**src/rtl/prog_sequencer_if.sv**
```systemverilog
// Decoder/testbench side of the program sequencer:
// run handshake, decoded instruction flags and sequencer outputs.
interface prog_sequencer_if #(
   parameter int PC_W = 10
);
   logic            Start;
   logic            Branch;
   logic            Taken;
   logic [PC_W-1:0] Target;
   logic            ReadMem;
   logic            Halt;
   logic [PC_W-1:0] PC;
   logic            ExecEn;
   logic            Done;
   logic [15:0]     CycleCount;

   modport master (
      output Start, Branch, Taken, Target, ReadMem, Halt,
      input  PC, ExecEn, Done, CycleCount
   );

   modport slave (
      input  Start, Branch, Taken, Target, ReadMem, Halt,
      output PC, ExecEn, Done, CycleCount
   );
endinterface

```
**src/rtl/prog_sequencer.sv**
```systemverilog
// Program sequencer for the 9-bit accumulator CPU: PC, run/stall/halt
// control, write gating via ExecEn and load stretching to memory latency.
module prog_sequencer #(
   parameter int              PC_W     = 10,
   parameter logic [PC_W-1:0] START_PC = '0,
   parameter int              MEM_LAT  = 1
) (
   input logic              Clk,
   input logic              Reset,
   prog_sequencer_if.slave  bus
);

   typedef enum logic [1:0] {
      IDLE,
      RUN,
      MEMWAIT,
      HALTED
   } state_t;

   localparam bit STALL = (MEM_LAT > 1);
   localparam logic [1:0] WINIT =
      STALL ? 2'(MEM_LAT - 2) : 2'd0;

   state_t          state;
   logic [1:0]      wcnt;
   logic [PC_W-1:0] pc;
   logic            done;
   logic [15:0]     cc;
   logic            exec;
   logic [15:0]     cc_nxt;

   assign cc_nxt = (cc == 16'hFFFF) ? cc : cc + 16'd1;

   // Halt and a stretched load both suppress writes in RUN.
   always_comb begin
      exec = 1'b0;
      unique case (state)
         RUN:     exec = !bus.Halt && !(bus.ReadMem && STALL);
         MEMWAIT: exec = (wcnt == 2'd0);
         default: exec = 1'b0;
      endcase
   end

   always_ff @(posedge Clk) begin
      if (!Reset) begin
         state <= IDLE;
         pc    <= START_PC;
         done  <= 1'b0;
         cc    <= 16'd0;
         wcnt  <= 2'd0;
      end else begin
         unique case (state)
            IDLE: begin
               if (bus.Start) begin
                  state <= RUN;
                  pc    <= START_PC;
                  cc    <= 16'd0;
               end
            end
            RUN: begin
               cc <= cc_nxt;
               if (bus.Halt) begin
                  state <= HALTED;
                  done  <= 1'b1;
               end else if (bus.ReadMem && STALL) begin
                  state <= MEMWAIT;
                  wcnt  <= WINIT;
               end else if (bus.Branch && bus.Taken) begin
                  pc <= bus.Target;
               end else begin
                  pc <= pc + 1'b1;
               end
            end
            MEMWAIT: begin
               cc <= cc_nxt;
               if (wcnt != 2'd0) begin
                  wcnt <= wcnt - 2'd1;
               end else begin
                  pc    <= pc + 1'b1;
                  state <= RUN;
               end
            end
            HALTED: begin
               if (bus.Start) begin
                  state <= RUN;
                  pc    <= START_PC;
                  done  <= 1'b0;
                  cc    <= 16'd0;
               end
            end
            default: state <= IDLE;
         endcase
      end
   end

   assign bus.PC         = pc;
   assign bus.ExecEn     = exec;
   assign bus.Done       = done;
   assign bus.CycleCount = cc;

endmodule
```
**src/flat_wrapper.sv**
```systemverilog
// flat-port wrapper written by rule: the top's interface ports become plain ports
module prog_sequencer_flat 
#(
   parameter int              PC_W     = 10,
   parameter logic [PC_W-1:0] START_PC = '0,
   parameter int              MEM_LAT  = 1
)
  (Clk, Reset, bus_Start, bus_Branch, bus_Taken, bus_Target, bus_ReadMem, bus_Halt, bus_PC, bus_ExecEn, bus_Done, bus_CycleCount);
  prog_sequencer_if #(.PC_W(PC_W)) bus_i ();
  input logic Clk;
  input logic Reset;
  input wire logic [$bits(bus_i.Start)-1:0] bus_Start;
  input wire logic [$bits(bus_i.Branch)-1:0] bus_Branch;
  input wire logic [$bits(bus_i.Taken)-1:0] bus_Taken;
  input wire logic [$bits(bus_i.Target)-1:0] bus_Target;
  input wire logic [$bits(bus_i.ReadMem)-1:0] bus_ReadMem;
  input wire logic [$bits(bus_i.Halt)-1:0] bus_Halt;
  output wire logic [$bits(bus_i.PC)-1:0] bus_PC;
  output wire logic [$bits(bus_i.ExecEn)-1:0] bus_ExecEn;
  output wire logic [$bits(bus_i.Done)-1:0] bus_Done;
  output wire logic [$bits(bus_i.CycleCount)-1:0] bus_CycleCount;
  assign bus_i.Start = bus_Start;
  assign bus_i.Branch = bus_Branch;
  assign bus_i.Taken = bus_Taken;
  assign bus_i.Target = bus_Target;
  assign bus_i.ReadMem = bus_ReadMem;
  assign bus_i.Halt = bus_Halt;
  assign bus_PC = bus_i.PC;
  assign bus_ExecEn = bus_i.ExecEn;
  assign bus_Done = bus_i.Done;
  assign bus_CycleCount = bus_i.CycleCount;
  prog_sequencer #(.PC_W(PC_W), .START_PC(START_PC), .MEM_LAT(MEM_LAT)) u_core (.Clk(Clk), .Reset(Reset), .bus(bus_i));
endmodule
```
**config.mk**
```make
export PLATFORM = sky130hd
export DESIGN_NAME = prog_sequencer_flat
export DESIGN_NICKNAME = d
export VERILOG_FILES = /design/src/rtl/prog_sequencer_if.sv /design/src/rtl/prog_sequencer.sv /design/src/flat_wrapper.sv
export SDC_FILE = /design/constraint.sdc
export NUM_CORES = 1
export LEC_CHECK = 0
export BUFFER_PORTS_ARGS = -buffer_cell sky130_fd_sc_hd__buf_2
export CORE_UTILIZATION = 53
export DETAILED_ROUTE_END_ITERATION = 10
export GPL_ROUTABILITY_DRIVEN = 0
export PLACE_DENSITY = 0.79
export SKIP_CTS_REPAIR_TIMING = 1
export SYNTH_ARGS = -nofsm -noshare
export SYNTH_HDL_FRONTEND = slang
export SYNTH_SLANG_ARGS = --single-unit
```
**constraint.sdc**
```tcl
create_clock -name Clk -period 3.1 [get_ports Clk]
set_input_delay 0.62 -clock Clk [delete_from_list [all_inputs] [get_ports Clk]]
set_output_delay 0.62 -clock Clk [all_outputs]
set_load 0.005 [all_outputs]
```
==> results_dict.tcl, run 1 <==
set metrics [dict create \
    pwr-share-seq_pct 48.8 \
    synth_top_area_share_pct 33.1 \
    min_path_cells 2 \
    max_freq_mhz 420 \
    clkTransAtPathRegs_ns 0.10 \
    ys.flop_type "dfxtp_1" \
    wl_um 4240 \
    outcome "finished, final reports clean" \
    fp.dieH_um 61.5 \
    yosysTopAreaCell "dfxtp_1" \
    async_flop_share_pct 0 \
    r2r_slack_ns 0.72 \
    area.growth.synth_to_final_pct 17.8 \
    drtIter0Drc 172 \
    dr.pass1.iters 4 \
    post-route-util_pct 65.7 \
    min_from "u_core.wcnt[0]$_SDFFE_PN0P_" \
    syn-cell-area_sq_um 1880 \
    p_leak_uw 0.000869 \
    cp.arrival_ns 2.66 \
    core-area_sq_um 3360 \
    crit_path_max_fanout 7 \
    hp-class "reg2reg" \
    switchingPower_uw 276 \
    cts_buffer_depth 2 \
    startpoint_type "flop" \
    nNetsFinal 302 \
    htreeDepth 2 \
    grt_use_total_pct 24.9 \
    die_w_um 61.5 \
    min_period_ns 2.38 \
    dp_slack_ns 0.749 \
    ctsRootBufferMaster "clkbuf_4" \
    hold-path-endpoint "u_core.wcnt[0]$_SDFFE_PN0P_" \
    top_usage_layer "met2" \
    hold_violations 0 \
    p_int_uw 625 \
    start_util_pct 55.8 \
    synth-edff-count 0 \
    synth_cell_types 45 \
    synth_fp_nets 257 \
    first_global_vias 1592 \
    vias 1906 \
    met3_usage_pct 8.40 \
    grt_overflow 0 \
    fin_skew_ns 0.00246 \
    use_met2_pct 37.6 \
    grt_max_degree 23 \
    rsz0062_at_grt "no" \
    ys_seq_area_share_pct 33.1 \
    fp.dieArea_sq_um 3780 \
    antenna_found_initial 0 \
    use_met1_pct 33.9 \
    ant_nets 0 \
    clk_latency_ns 0.34 \
    worst_pin_slew_ns 0.773 \
    slew_viol_final 0 \
    comb_power_share_pct 20.0 \
    synth_common_cells "nand2_1, dfxtp_1, a21oi_1, nand2b_1, o21ai_0" \
    peakVddDrop_mv 0.255 \
    critical_path_class "reg2reg" \
    setup_viol 0 \
    cts_buffers 5 \
    r2r_end "u_core.bus.CycleCount[15]$_SDFFE_PN0P_" \
    p_per_area_nw_per_um2 408 \
    rows 21 \
    synth.most_common_cell "nand2_1" \
    avgSynthCellArea_sq_um 8.05 \
    portBuffers 43 \
    fin_cells 325 \
    viasPerCell 5.86 \
    p_total_uw 902 \
    antenna_cells 0 \
    grt_pass1_wl_um 6980 \
    clock_sinks 31 \
    dpl.hpwl_um 3070 \
    critPathRequiredTime_ns 3.38 \
    finalCritPeriodShare_pct 76.8 \
    power.share.switching_pct 30.6 \
    ys_warn_count 0 \
    fin_ws_ns 0.720 \
    cap_violations 0 \
    drc 0 \
    wl_per_cell_um 13.0 \
    ys_top_cells_by_area "dfxtp_1, nand2_1, mux2i_1, ha_1, nand2b_1" \
    pin_count 45 \
    p_clk_share_pct 31.2 \
    worst_r2r_path_depth 6 \
    drive_gt1_share_pct 20.4 \
    reg2reg_from "u_core.state[0]$_SDFFE_PN0P_" \
    endpoint_kind "flop" \
    dp.cells 317 \
    cts_tree "done" \
    slew-limit-headroom_pct 48.4 \
    finalSetupTns_ns 0 \
    ys_seq_elements 31 \
    synth_cells 233 \
]
[routing by layer]
metal  vias to the layer above  routed length, um
met5                         -                  0
met4                         0                 53
met3                         6                282
met2                        56               1870
met1                       881               2040
li1                        963                  -
[state kept, by name, summed over array words and instances (netlist names)]
register               cells
u_core.bus.CycleCount     16
u_core.bus.PC             10
u_core.state               2
u_core.wcnt                2
u_core.bus.Done            1
[worst max-delay path: stages (launching register included)]
cell	delay, ns
dfxtp_1	0.42
inv_1	0.07
ha_1	0.38
and2b_1	0.25
or4_4	0.58
or4_1	0.48
a21oi_1	0.14
[final cells by class]
| type | count | area, sq um |
|---|---|---|
| Clock buffer | 7 | 65.1 |
| Clock inverter | 1 | 7.51 |
| Fill cell | 336 | 1150 |
| Inverter | 5 | 18.8 |
| Multi-Input combinational cell | 190 | 1210 |
| Sequential cell | 31 | 621 |
| Tap cell | 46 | 57.6 |
| Timing Repair Buffer | 45 | 230 |
[cell usage in the layout (no fill, tap or decap), types with 3 or more instances in the layout]
master | Yosys | final
a21boi_0 | 6 | 6
ha_1 | 7 | 7
nor2b_1 | 5 | 5
mux2i_1 | 9 | 9
nand2_1 | 37 | 37
o21a_1 | 3 | 3
a211oi_1 | 3 | 3
and3_1 | 8 | 8
clkbuf_4 | 0 | 5
o21ai_0 | 12 | 12
o31a_1 | 3 | 3
a21oi_1 | 14 | 14
or3_1 | 3 | 3
buf_2 | 0 | 43
nand4_1 | 7 | 7
nand2b_1 | 13 | 13
and2_1 | 3 | 3
o211ai_1 | 3 | 3
nor2_1 | 6 | 6
o31ai_1 | 3 | 3
inv_1 | 5 | 5
or4_1 | 3 | 3
nor3b_1 | 4 | 4
nand3_1 | 9 | 9
dfxtp_1 | 31 | 31
nor3_1 | 5 | 5
[power groups by stage]
| stage | Combinational (uW) | Sequential, uW | Clock (uW) |
|---|---|---|---|
| 2_1_floorplan | 122 | 445 | 0 |
| 3_3_place_gp | 178 | 447 | 0 |
| 3_5_place_dp | 181 | 449 | 0 |
| 4_1_cts | 182 | 439 | 286 |
| 5_1_grt | 204 | 443 | 311 |
| 6_report | 181 | 440 | 281 |
[worst max path at each step]
stage	cells past startpoint	to	slack, ns	start
5_1_grt	6	u_core.bus.CycleCount[15]$_SDFFE_PN0P_	0.58	u_core.state[0]$_SDFFE_PN0P_
3_5_place_dp	6	u_core.bus.CycleCount[15]$_SDFFE_PN0P_	0.75	u_core.state[0]$_SDFFE_PN0P_
3_3_place_gp	6	u_core.bus.CycleCount[15]$_SDFFE_PN0P_	0.77	u_core.state[0]$_SDFFE_PN0P_
4_1_cts	6	u_core.bus.CycleCount[15]$_SDFFE_PN0P_	0.72	u_core.state[0]$_SDFFE_PN0P_
2_1_floorplan	6	u_core.bus.CycleCount[15]$_SDFFE_PN0P_	0.92	u_core.state[0]$_SDFFE_PN0P_
6_report	6	u_core.bus.CycleCount[15]$_SDFFE_PN0P_	0.72	u_core.state[0]$_SDFFE_PN0P_
[kinds of logic after synthesis]
family | after synthesis | share of synthesized area (%)
compound gates | 61 | 21.8
fa+ha+maj | 7 | 4.67
buf+inv | 12 | 2.40
flops | 31 | 33.1
mux | 10 | 5.40
simple gates | 112 | 32.7
[through the flow]
| step | cell area, sq um | hold WS (ns) |
|---|---|---|
| finish | 2210 | 0.481 |
| global route | 2210 | 0.532 |
| CTS | 2210 | 0.481 |
| detailed placement | 2140 | 0.467 |
| global placement | 2140 | 0.452 |
| floorplan | 1880 | 0.441 |
Note: power is estimated with default switching activity, not from simulation.
==> inputs of run 2 (changes only) <==
clock period = 2.3 ns   (was 3.1 ns; I/O delays follow)
==> run 2 against run 1 <==
Compared with the run above:
- register-to-register slack got worse by 0.58 ns
- power is 37% higher
- first-iteration DRC count down 33%
- clock skew is 0.0058 ns higher
- wire length grew 6.2%
- worst setup slack lost 0.58 ns
- worst hold slack worse by 0.088 ns
- sequential cell count is the same
- sequential power increased by 35%
==> results_dict.tcl, run 2 (synthesized netlist as in run 1, its figures left out) <==
set metrics [dict create \
    r2r_end "u_core.bus.CycleCount[15]$_SDFFE_PN0P_" \
    hold_slack_ns 0.393 \
    ant_nets 0 \
    slew-limit-headroom_pct 56.5 \
    peakVddDrop_mv 0.404 \
    min_period_ns 2.16 \
    critical_path_class "reg2reg" \
    grt_use_total_pct 25.8 \
    vias 1926 \
    startpoint "u_core.state[0]$_SDFFE_PN0P_" \
    die_w_um 61.5 \
    fp.dieArea_sq_um 3780 \
    hp-class "in2reg" \
    grt_max_degree 23 \
    clock_sinks 31 \
    largest_reg_flops 16 \
    grt_pass1_wl_um 7040 \
    pin_count 45 \
    hold_violations 0 \
    viasPerCell 5.82 \
    p_per_area_nw_per_um2 547 \
    first_global_vias 1584 \
    reg2reg_from "u_core.state[0]$_SDFFE_PN0P_" \
    fp.dieH_um 61.5 \
    rsz0062_at_grt "no" \
    dpl.hpwl_um 3250 \
    hold-path-endpoint "u_core.bus.PC[8]$_SDFFE_PN0P_" \
    startpoint_type "flop" \
    grt_overflow 0 \
    nFillCells 329 \
    finalSetupTns_ns 0 \
    cts_tree "done" \
    worst_r2r_path_depth 6 \
    dr.pass1.iters 4 \
    wl_per_cell_um 13.6 \
    wl_um 4500 \
    fin_cells 331 \
    ctsRootBufferMaster "clkbuf_4" \
    multi_input_area_sq_um 1210 \
    slowest_delay_ns 0.57 \
    worst_pin_slew_ns 0.650 \
    rows 21 \
    antenna_found_initial 0 \
    cpMaxStageDelayCell "or4_4" \
    area.growth.synth_to_final_pct 20.1 \
    fin_skew_ns 0.00826 \
    finalCritPeriodShare_pct 93.9 \
    min_from "bus_Target[8]" \
    p_leak_uw 0.000900 \
    clkTransAtPathRegs_ns 0.10 \
    r2r_slack_ns 0.14 \
    final_common_cell "buf_2" \
    outcome "finished, final reports clean" \
    setup_viol 0 \
    nNetsFinal 308 \
    p_total_uw 1230 \
    cp.arrival_ns 2.44 \
    crit_path_max_fanout 6 \
    critPathRequiredTime_ns 2.58 \
    cts_buffers 5 \
    antenna_cells 0 \
    portBuffers 43 \
    slew_viol_final 0 \
    cap_violations 0 \
    critPathBufInv 1 \
    worstPathCellList "inv_1, ha_1, and2b_1, or4_4, or4_1, a21oi_1" \
    min_path_cells 3 \
    cts_buffer_depth 2 \
    clk_latency_ns 0.35 \
    htreeDepth 2 \
    max_freq_mhz 463 \
    drtIter0Drc 116 \
    dp.cells 323 \
    layout_common_cells "buf_2, nand2_1, dfxtp_1" \
    endpoint_kind "flop" \
    start_util_pct 55.8 \
    drc 0 \
    critical_path.top_delay_family "simple AND/OR/NAND/NOR gates" \
    drive_gt1_share_pct 22.1 \
    register_area_sq_um 622 \
    core-area_sq_um 3360 \
]
run 2: cell count changes in the layout (fill, tap and decap cells not counted):
| cell | before | now |
|---|---|---|
| clkbuf_1 | 0 | 1 |
| clkinvlp_4 | 1 | 0 |
| dfxtp_2 | 0 | 1 |
| buf_4 | 2 | 8 |
| dfxtp_1 | 31 | 30 |
run 2: how the worst max path moves through the flow:
stage                                             end  slack, ns  cells past startpoint
5_1_grt        u_core.bus.CycleCount[15]$_SDFFE_PN0P_       0.03                      6
4_1_cts        u_core.bus.CycleCount[15]$_SDFFE_PN0P_       0.08                      6
2_1_floorplan  u_core.bus.CycleCount[15]$_SDFFE_PN0P_       0.12                      6
3_5_place_dp   u_core.bus.CycleCount[15]$_SDFFE_PN0P_       0.10                      6
6_report       u_core.bus.CycleCount[15]$_SDFFE_PN0P_       0.14                      6
3_3_place_gp   u_core.bus.CycleCount[15]$_SDFFE_PN0P_       0.12                      6
run 2: area by class of cell:
type	instances	area share, %
tap	46	2.55
clock buffer	8	3.05
inverter	5	0.833
sequential	31	27.6
multi-input combinational	190	53.7
timing repair buffer	51	12.2
run 2: per-stage QoR:
stage          setup slack [ns]  area, sq um  util [%]
3_3_place_gp              0.122         2180      64.9
4_1_cts                  0.0774         2250      67.0
5_1_grt                  0.0313         2250      67.0
2_1_floorplan             0.116         1880         -
6_report                  0.140         2250      67.0
3_5_place_dp              0.104         2180      64.9
run 2: layer usage:
| layer | GRT usage [%] | share of wire [%] | up-vias | wire length, um |
|---|---|---|---|---|
| met1 | 32.3 | 46 | 888 | 2090 |
| met4 | 8.89 | 1.7 | 0 | 78 |
| met5 | 0 | 0 | - | 0 |
| met2 | 41.6 | 47 | 51 | 2100 |
| li1 | - | - | 978 | - |
| met3 | 8.61 | 5.1 | 9 | 230 |
run 2: power breakdown:
group | internal [uW] | switching (uW)
Sequential | 561 | 31.3
Clock | 180 | 194
Combinational | 118 | 149
Total | 859 | 374
run 2: tightest hold or removal path, delay by kind of cell:
| family | cells | cell delay, ns |
|---|---|---|
| buf+inv | 1 | 0.08 |
| compound gates | 2 | 0.17 |
==> inputs of run 3 (changes only) <==
CTS_BUF_LIST = sky130_fd_sc_hd__clkbuf_16   (was not set)
RECOVER_POWER = 25   (was not set)
==> run 3 against run 2 <==
Compared with the run above:
- sequential share of layout area shrank 0.72 points
- register-to-register slack barely moved
- worst setup slack better by 0.0048 ns
- worst hold slack better by 0.076 ns
- sequential cell count did not move
- sequential power barely moved
- first-iteration DRC count increased by 2.6%
- die area stayed put
- clock skew fell by 0.0059 ns
- count of clock-buffer cells in the layout is 3 lower
- largest cell class unchanged
==> results_dict.tcl, run 3 (synthesized netlist as in run 1, its figures left out) <==
set metrics [dict create \
    p_per_area_nw_per_um2 634 \
    startpoint_type "flop" \
    rows 21 \
    die_w_um 61.5 \
    fp.dieArea_sq_um 3780 \
    area.growth.synth_to_final_pct 23.3 \
    dp.cells 323 \
    slew_viol_final 0 \
    grt_pass1_wl_um 7000 \
    outcome "finished, final reports clean" \
    grt_overflow 0 \
    clkTransAtPathRegs_ns 0.05 \
    finalCritPeriodShare_pct 93.7 \
    max_freq_mhz 464 \
    hp-class "reg2reg" \
    slowest_delay_ns 0.57 \
    ant_nets 0 \
    dpl.hpwl_um 3250 \
    portBuffers 43 \
    setup_viol 0 \
    first_global_vias 1594 \
    start_util_pct 55.8 \
    min_period_ns 2.16 \
    pin_count 45 \
    critPathBufInv 1 \
    fin_cells 331 \
    clock_sinks 31 \
    grt_use_total_pct 24.9 \
    critical_path.top_delay_family "simple AND/OR/NAND/NOR gates" \
    layout_common_cells "nand2_1, buf_2, dfxtp_1" \
    ctsRootBufferMaster "clkbuf_16" \
    htreeDepth 2 \
    endpoint_kind "flop" \
    largest_reg_flops 16 \
    slew-limit-headroom_pct 57.7 \
    wl_per_cell_um 13.6 \
    cts_buffer_depth 2 \
    fp.dieH_um 61.5 \
    p_leak_uw 0.000905 \
    critical_path_class "reg2reg" \
    vias 1926 \
    dr.pass1.iters 4 \
    cap_violations 0 \
    clk_latency_ns 0.27 \
    antenna_found_initial 0 \
    finalSetupTns_ns 0 \
    worstPathCellList "inv_1, ha_1, and2b_1, or4_4, or4_1, a21oi_1" \
    hold_violations 0 \
    nNetsFinal 308 \
    antenna_cells 0 \
    drive_gt1_share_pct 19.3 \
    cts_tree "done" \
    core-area_sq_um 3360 \
    viasPerCell 5.82 \
    peakVddDrop_mv 0.595 \
    cp.arrival_ns 2.35 \
    drtIter0Drc 119 \
    cts_buffers 5 \
    cpMaxStageDelayCell "or4_4" \
    rsz0062_at_grt "no" \
    fin_skew_ns 0.00238 \
    worst_pin_slew_ns 0.632 \
    grt_max_degree 23 \
    wl_um 4490 \
    critPathRequiredTime_ns 2.50 \
    hold_slack_ns 0.469 \
    drc 0 \
    crit_path_max_fanout 6 \
    p_total_uw 1470 \
]
[run 3: through the flow]
stage	util, %	worst slack, ns	area, sq um
3_3_place_gp	64.9	0.122	2180
3_5_place_dp	64.9	0.104	2180
6_report	68.8	0.145	2310
4_1_cts	69.0	0.0832	2320
5_1_grt	68.8	0.0418	2310
2_1_floorplan	-	0.116	1880
[run 3: report_power, final]
group          leakage (uW)  internal [uW]  switching (uW)
registers          0.000252            563            31.6
logic              0.000584            118             151
clock network     0.0000701            388             215
total              0.000905           1070             397
[run 3: layout make-up]
type / count / area [sq um]
Clock inverter: 3 / 11.3
Timing Repair Buffer: 51 / 268
Fill cell: 315 / 1050
Tap cell: 46 / 57.6
Multi-Input combinational cell: 190 / 1210
Inverter: 5 / 18.8
Sequential cell: 31 / 622
Clock buffer: 5 / 125
[run 3: routing by layer]
metal	vias to the layer above	wire (um)	share of wire (%)	global-route usage, %
li1	973	-	-	-
met1	902	2170	48	32.2
met2	47	2100	47	42.2
met3	4	189	4.2	5.46
met4	0	36	0.80	6.03
met5	-	0	0	0
[run 3: final timing paths]
kind	start	end	slack, ns	cells after the start
min reg2reg	u_core.wcnt[0]$_SDFFE_PN0P_	u_core.wcnt[0]$_SDFFE_PN0P_	0.47	2
min	u_core.wcnt[0]$_SDFFE_PN0P_	u_core.wcnt[0]$_SDFFE_PN0P_	0.47	2
max reg2reg	u_core.state[0]$_SDFFE_PN0P_	u_core.bus.CycleCount[15]$_SDFFE_PN0P_	0.14	6
max	u_core.state[0]$_SDFFE_PN0P_	u_core.bus.CycleCount[15]$_SDFFE_PN0P_	0.14	6
[run 3: worst reg2reg max path: stages (launching register included)]
cell and delay [ns]:
dfxtp_2 0.36, inv_1 0.05, ha_1 0.30, and2b_1 0.18, or4_4 0.57, or4_1 0.47
a21oi_1 0.15
